<file path="src/rtl/muldiv_unit.sv">
// muldiv_unit: multi-cycle RV32M execute unit (MUL/MULH/MULHSU/MULHU/DIV/DIVU/REM/REMU), valid/ready on both sides.
// Define FAST_MUL_EN to make multiplies single-cycle combinational; divides stay iterative.
module muldiv_unit #(
    parameter int XLEN = 32
) (
    input  logic            clk,
    input  logic            reset,
    input  logic            flush,
    input  logic            req_valid,
    output logic            req_ready,
    input  logic [XLEN-1:0] in1,
    input  logic [XLEN-1:0] in2,
    input  logic [2:0]      md_op,
    output logic            resp_valid,
    input  logic            resp_ready,
    output logic [XLEN-1:0] result_out,
    output logic            busy
);
    localparam int CW = $clog2(XLEN);

    typedef enum logic [1:0] {IDLE, ITER, FIX, DONE} state_t;

    state_t          state, next_state;
    logic [CW-1:0]   count;
    logic [2:0]      op_q;
    logic            res_neg;
    logic            preset_q;
    logic [XLEN-1:0] acc_hi, acc_lo, opnd;

    logic            is_div, in1_signed, in2_signed, in1_neg, in2_neg;
    logic            div_by_zero, div_ovf, special, fast_mul, accept, neg_sel;
    logic [XLEN-1:0] in1_abs, in2_abs, special_result, fast_result;
    logic [XLEN:0]   mul_sum, div_shift;
    logic            div_ge;
    logic [XLEN-1:0] div_rem, fix_q, fix_r, fix_result;
    logic [2*XLEN-1:0] fix_prod;

    assign is_div      = md_op[2];
    assign in1_signed  = (md_op != 3'd3) && (md_op != 3'd5) && (md_op != 3'd7);
    assign in2_signed  = (md_op == 3'd0) || (md_op == 3'd1) || (md_op == 3'd4) || (md_op == 3'd6);
    assign in1_neg     = in1_signed && in1[XLEN-1];
    assign in2_neg     = in2_signed && in2[XLEN-1];
    assign in1_abs     = in1_neg ? -in1 : in1;
    assign in2_abs     = in2_neg ? -in2 : in2;
    assign div_by_zero = is_div && (in2 == '0);
    assign div_ovf     = is_div && !md_op[0] && (in1 == {1'b1, {(XLEN-1){1'b0}}}) && (in2 == '1);
    assign special     = div_by_zero || div_ovf;
    // Remainder follows the dividend's sign; quotient and product follow the operand sign mismatch.
    assign neg_sel     = (is_div && md_op[1]) ? in1_neg : (in1_neg ^ in2_neg);
    assign special_result = div_by_zero ? (md_op[1] ? in1 : '1) : (md_op[1] ? '0 : in1);

`ifdef FAST_MUL_EN
    logic [2*XLEN-1:0] fast_a, fast_b, fast_prod;
    assign fast_a      = {{XLEN{in1_neg}}, in1};
    assign fast_b      = {{XLEN{in2_neg}}, in2};
    assign fast_prod   = fast_a * fast_b;
    assign fast_mul    = !is_div;
    assign fast_result = (md_op == 3'd0) ? fast_prod[XLEN-1:0] : fast_prod[2*XLEN-1:XLEN];
`else
    assign fast_mul    = 1'b0;
    assign fast_result = '0;
`endif

    assign req_ready  = (state == IDLE) && !flush;
    assign accept     = req_valid && req_ready;
    assign resp_valid = (state == DONE);
    assign busy       = (state != IDLE);

    assign mul_sum   = {1'b0, acc_hi} + (acc_lo[0] ? {1'b0, opnd} : '0);
    assign div_shift = {acc_hi, acc_lo[XLEN-1]};
    assign div_ge    = (div_shift >= {1'b0, opnd});
    assign div_rem   = div_shift[XLEN-1:0] - opnd;
    assign fix_prod  = res_neg ? -{acc_hi, acc_lo} : {acc_hi, acc_lo};
    assign fix_q     = res_neg ? -acc_lo : acc_lo;
    assign fix_r     = res_neg ? -acc_hi : acc_hi;

    // Preset results (special divides, fast multiplies) are parked in acc_lo and pass through FIX unchanged.
    always_comb begin
        fix_result = fix_q;
        if (preset_q) begin
            fix_result = acc_lo;
        end else begin
            case (op_q)
                3'd0:       fix_result = fix_prod[XLEN-1:0];
                3'd1, 3'd2,
                3'd3:       fix_result = fix_prod[2*XLEN-1:XLEN];
                3'd6, 3'd7: fix_result = fix_r;
                default:    fix_result = fix_q;
            endcase
        end
    end

    always_ff @(posedge clk or posedge reset) begin
        if (reset) state <= IDLE;
        else       state <= next_state;
    end

    always_comb begin
        next_state = state;
        case (state)
            IDLE: if (accept) next_state = (special || fast_mul) ? FIX : ITER;
            ITER: if (count == CW'(XLEN - 1)) next_state = FIX;
            FIX:  next_state = DONE;
            DONE: if (resp_ready) next_state = IDLE;
            default: next_state = IDLE;
        endcase
        if (flush) next_state = IDLE;
    end

    always_ff @(posedge clk or posedge reset) begin
        if (reset) begin
            count      <= '0;
            op_q       <= '0;
            res_neg    <= 1'b0;
            preset_q   <= 1'b0;
            acc_hi     <= '0;
            acc_lo     <= '0;
            opnd       <= '0;
            result_out <= '0;
        end else begin
            case (state)
                IDLE: if (accept) begin
                    op_q     <= md_op;
                    res_neg  <= neg_sel;
                    preset_q <= special || fast_mul;
                    count    <= '0;
                    acc_hi   <= '0;
                    opnd     <= is_div ? in2_abs : in1_abs;
                    if (special)       acc_lo <= special_result;
                    else if (fast_mul) acc_lo <= fast_result;
                    else               acc_lo <= is_div ? in1_abs : in2_abs;
                end
                ITER: begin
                    count <= count + 1'b1;
                    if (op_q[2]) begin
                        acc_hi <= div_ge ? div_rem : div_shift[XLEN-1:0];
                        acc_lo <= {acc_lo[XLEN-2:0], div_ge};
                    end else begin
                        {acc_hi, acc_lo} <= {mul_sum, acc_lo[XLEN-1:1]};
                    end
                end
                FIX: result_out <= fix_result;
                default: ;
            endcase
        end
    end
endmodule

</file>
<file path="config.mk">
export PLATFORM = sky130hd
export DESIGN_NAME = muldiv_unit
export DESIGN_NICKNAME = d
export VERILOG_FILES = /design/src/rtl/muldiv_unit.sv
export SDC_FILE = /design/constraint.sdc
export NUM_CORES = 1
export LEC_CHECK = 0
export ABC_AREA = 1
export ABC_CLOCK_PERIOD_IN_PS = 6300
export CAP_MARGIN = 20
export CORE_MARGIN = 2
export CORE_UTILIZATION = 35
export CTS_BUF_LIST = sky130_fd_sc_hd__clkbuf_8
export DETAILED_ROUTE_END_ITERATION = 7
export PLACE_DENSITY = 0.52
export SLEW_MARGIN = 20
export SYNTH_ARGS = -nofsm -noshare
export SYNTH_HDL_FRONTEND = slang
export SYNTH_SLANG_ARGS = --single-unit
</file>
<file path="constraint.sdc">
create_clock -name clk -period 6.3 [get_ports clk]
set_input_delay 1.89 -clock clk [delete_from_list [all_inputs] [get_ports clk]]
set_output_delay 1.89 -clock clk [all_outputs]
set_load 0.1 [all_outputs]
</file>
Word-level counts from Yosys, hierarchy flattened
Cells that the tools add are included.
{ "word_totals": {"mem_bits_ro": 0, "out_inout_bits": 35, "inputBits": 72, "latch_bits": 0, "memories": 0, "reg_bits": 140, "ramBits": 0} }
{ "op_classes": {"bitwise": 1, "add_sub_neg": 8, "n_mul": 0, "n_div": 0, "shifts": 0, "reduce_logical": 28, "eq_ne": 21, "mux": 30, "n_lt_le_gt_ge": 1} }
{ "ops": {"columns": ["cell", "n"], "rows": [
  ["two-way mux 32 bit", 17],
  ["negator 32 bit", 4],
  ["case mux 32 bit (2 select lines)", 2],
  ["case mux 32 bit (3 select lines)", 1],
  ["== test 32 bit (second input constant)", 2],
  ["two-way mux 64 bit", 1],
  ["negator 64 bit", 1],
  ["adder 32 x 32 -> 33 bit", 1],
  ["greater-or-equal comparator 33 x 32 -> 1 bit", 1],
  ["zero test 32 bit", 1],
  ["subtractor 32 bit", 1],
  ["== test 3 bit (second input constant)", 4],
  ["!= test 3 bit (second input constant)", 4],
  ["logical AND 1 bit", 11],
  ["two-way mux 2 bit", 5],
  ["case mux 5 bit (2 select lines)", 1],
  ["case mux 2 bit (4 select lines)", 1],
  ["== test 3 x 1 -> 1 bit (second input constant)", 2],
  ["== test 3 x 2 -> 1 bit (second input constant)", 2],
  ["zero test 3 bit", 2],
  ["!= test 3 x 2 -> 1 bit (second input constant)", 2],
  ["adder 5 x 1 -> 5 bit (second input constant)", 1],
  ["== test 5 bit (second input constant)", 1],
  ["two-way mux 5 bit", 1],
  ["13 further kinds", 20]
]} }

Logic depth before layout (Yosys ltp)
{ "depth": {"depth_word": 10, "depth_mapped": 21, "depth_no_buf": 19} }

Worst setup path before layout
Ideal clock, no wire load.
{ "synth_path": {"path_type": "input to output", "startpoint": "input port flush", "endpoint": "output port req_ready", "required_ps": 4410, "path_slack_ps": 1238, "arrival_ps": 3172, "n_path_buf": 0, "cell_stages": 1, "cell_sequence": "nor2_1"} }
{ "synth_between": {"elab_chain_cells": 2} }
{ "synth_rtl": {"columns": ["item", "line_no", "text"], "rows": [
  ["start, declared", "8", "input logic flush,"],
  ["zero test 1 bit", "64", "assign req_ready = (state == IDLE) && !flush;"],
  ["logical AND 1 bit", "64", null],
  ["end, declared", "10", "output logic req_ready,"]
]} }
No other way between the ends.

Worst setup path in the final report
Same ends and word-level chain as after synthesis.

==> run summary <==
Status = finished, final reports clean
Synth top area cells = nand2_1 24%, dfrtp_1 19%, nand3_1 9.3%
Maximum vdd ir drop = 0.2515 mV
Most common cell in the synthesized netlist = nand2_1
Initial antenna violation count = 1
Largest net degree at the start of global routing = 80
Final worst path period need = 4681 ps
Fin worst setup slack = 1619 ps
Hold WC Path Type = reg2reg
Synth top area share = 0.2380
Slowest stage cell, crit path = clkdlybuf4s50_1
Worst Path Required = 4410 ps
Pwr dens = 495.5 mW/mm^2
Final Hold Vio Count = 0
Crit-path cells = clkdlybuf4s50_1 -> nor2_1 -> buf_4
H-tree levels = 4
Syn Std Cell Area = 0.01863 sq mm
Fraction of the yosys area taken by sequential cells = 0.1881
Die X = 234.7 um
Asr flop ratio synth = 1.000
Max cap viols = 0
Postcts setup bufs = 0
Critical Path Max Stage Delay = 430 ps
Port buffer count = 106
RePlAce Congestion = 1.029
Total power = 10230 uW
# DRC = 0
Post-synth top area cell = nand2_1
Adder-Cell Fraction of Synth Area = 0.05320
Final slew viol count = 0
Nets = 3602
Routed vias = 23.26k
First-pass GRT wire length = 134600 um
Drt pass-1 iters = 8
Vias in the first global route = 21.63k
Delay-heaviest family, CP = buffers and inverters
Post-Synthesis Cells = 3410
Synth Area in Simple Gates = 0.4701
Setup WS pre-CTS = 1260 ps
Root Buffer = clkbuf_8
Clock skew after layout = 23.59 ps
Die Footprint = 0.05508 sq mm
Post-synthesis xor/xnor area fraction = 0.02163
Clk buf depth = 2
Die height = 234.7 um
WP buf/inv = 2
CTS tree = done
RSZ-0062 raised after global routing = no
CP max FO = 2
Fill count = 6045
Syn Area/Cell = 5.463 sq um
Post-synthesis compound-gate area fraction = 0.1472
Clk_lat worst skew = 580 ps
Syn nets = 3560
Main combinational cell family by area after synthesis = simple AND/OR/NAND/NOR gates
I/O Pins = 107
Synth cell count leaders = 1181 x nand2_1, 444 x inv_1, 391 x nor2_1
Hold buffers post-CTS = 0
Final setup vio count = 0
Final clock period utilization by the worst path = 0.7431
Post-synth EDFFs = 0
CORE AREA = 0.05255 sq mm
Ys flop type = dfrtp_1
Effective utilization at floorplan = 0.3545
Total Wirelength = 89810 um
Crit path capture type = primary output
Post_cts resized = 0
TNS Setup = 0 ps
Drt wl/cell = 21.62 um
Startpoint Class = input pin
Critical path class = in2out
Layout cells sized above 1 = 0.03665
Hold WS = 485.3 ps
Sink Count = 140
Rows = 84
Fmax = 0.2136 GHz
GRT Overall Usage = 0.3195
Mux contribution to synthesized area = 0
LEAKAGE = 0.01088 uW
Synthesis-to-layout area growth = 10.82%
Final antenna-violating net count = 0
CP Data Arrival Time = 2790 ps
Post-DP HPWL = 72910 um
Worst-path clk slew = 90 ps
Slew at the pin closest to its max-slew limit = 1049 ps
Final core occ = 0.3928
GRT overflow = 0
Ys Warns = 0
DR vias/cell = 5.598
Post-synthesis register bit count = 140
Post-synth cell types = 49
Initial detailed-routing violation count = 2616
Max-slew headroom = 0.3007
Inserted Clock Buffers = 17
## metrics by stage
stage,std cells,area [sq um]
global placement,4121,20250
finish,4154,20640
detailed placement,4121,20250
floorplan,3410,18630
global route,4154,20640
CTS,4153,20640
## report_power, final
group          switching [uW]  internal [uW]
Combinational            5330           2100
Sequential                758           1250
Clock                     470            327
## flip-flops by register name, indices dropped and copies added (netlist names)
| register | cells |
|---|---|
| acc_lo | 32 |
| res_neg | 1 |
| opnd | 32 |
| count | 5 |
| result_out | 32 |
| preset_q | 1 |
| op_q | 3 |
| acc_hi | 32 |
| state | 2 |
## tightest hold or removal path: stages (launching register included)
cell and delay [ps]:
dfrtp_1 350, nand2_1 50, nand2_1 50
## routing by layer
metal / GRT usage / share of wire
met1: 0.4394 / 0.44
met2: 0.4929 / 0.43
met3: 0.05052 / 0.085
met4: 0.1404 / 0.046
met5: 0 / 0
## path summary, 6_finish.rpt
check                                from              to  slack, ps  cells after the start
max in group asynchronous           reset  result_out[26]       3460                      3
min in group asynchronous           reset        state[1]       1820                      2
hold / removal             result_out[24]  result_out[24]        490                      2
setup / recovery                    flush       req_ready       1620                      3
hold reg to reg            result_out[24]  result_out[24]        490                      2
setup reg to reg                acc_lo[0]      acc_hi[29]       2530                     15
## logic make-up after synthesis
logic type / after synthesis
and+or+nand+nor: 2087
buffers and inverters: 569
AOI/OAI and AO/OA: 490
DFF: 140
adders and majority gates: 78
xor gates and xnor gates: 46
## placed cells by master (no fill, tap or decap), drive strengths merged, types with 12 or more instances in the layout
cell           netlist  routed
a21oi              156     156
a22oi               27      27
buf                 42      27
clkbuf              67      17
clkdlybuf4s50        0     105
dfrtp              140     140
ha                  76      76
inv                458     468
nand2             1188    1188
nand3              354     354
nand3b              23      23
nand4               56      56
nor2               412     412
nor3                33      33
o211ai              29      29
o21ai              233     233
o21bai              15      15
xnor2               12      12
xor2                34      34
## area by class of cell
class / instances / area, sq um / share of cell area
Sequential cell: 140 / 3506 / 0.1698
Antenna cell: 1 / 2.502 / 0.0001212
Timing Repair Buffer: 132 / 1254 / 0.06073
Tap cell: 688 / 860.8 / 0.04170
Multi-Input combinational cell: 2701 / 12900 / 0.6248
Clock inverter: 15 / 156.4 / 0.007576
Inverter: 460 / 1732 / 0.08388
Clock buffer: 17 / 234.0 / 0.01133
Note: power is estimated with default switching activity, not from simulation.
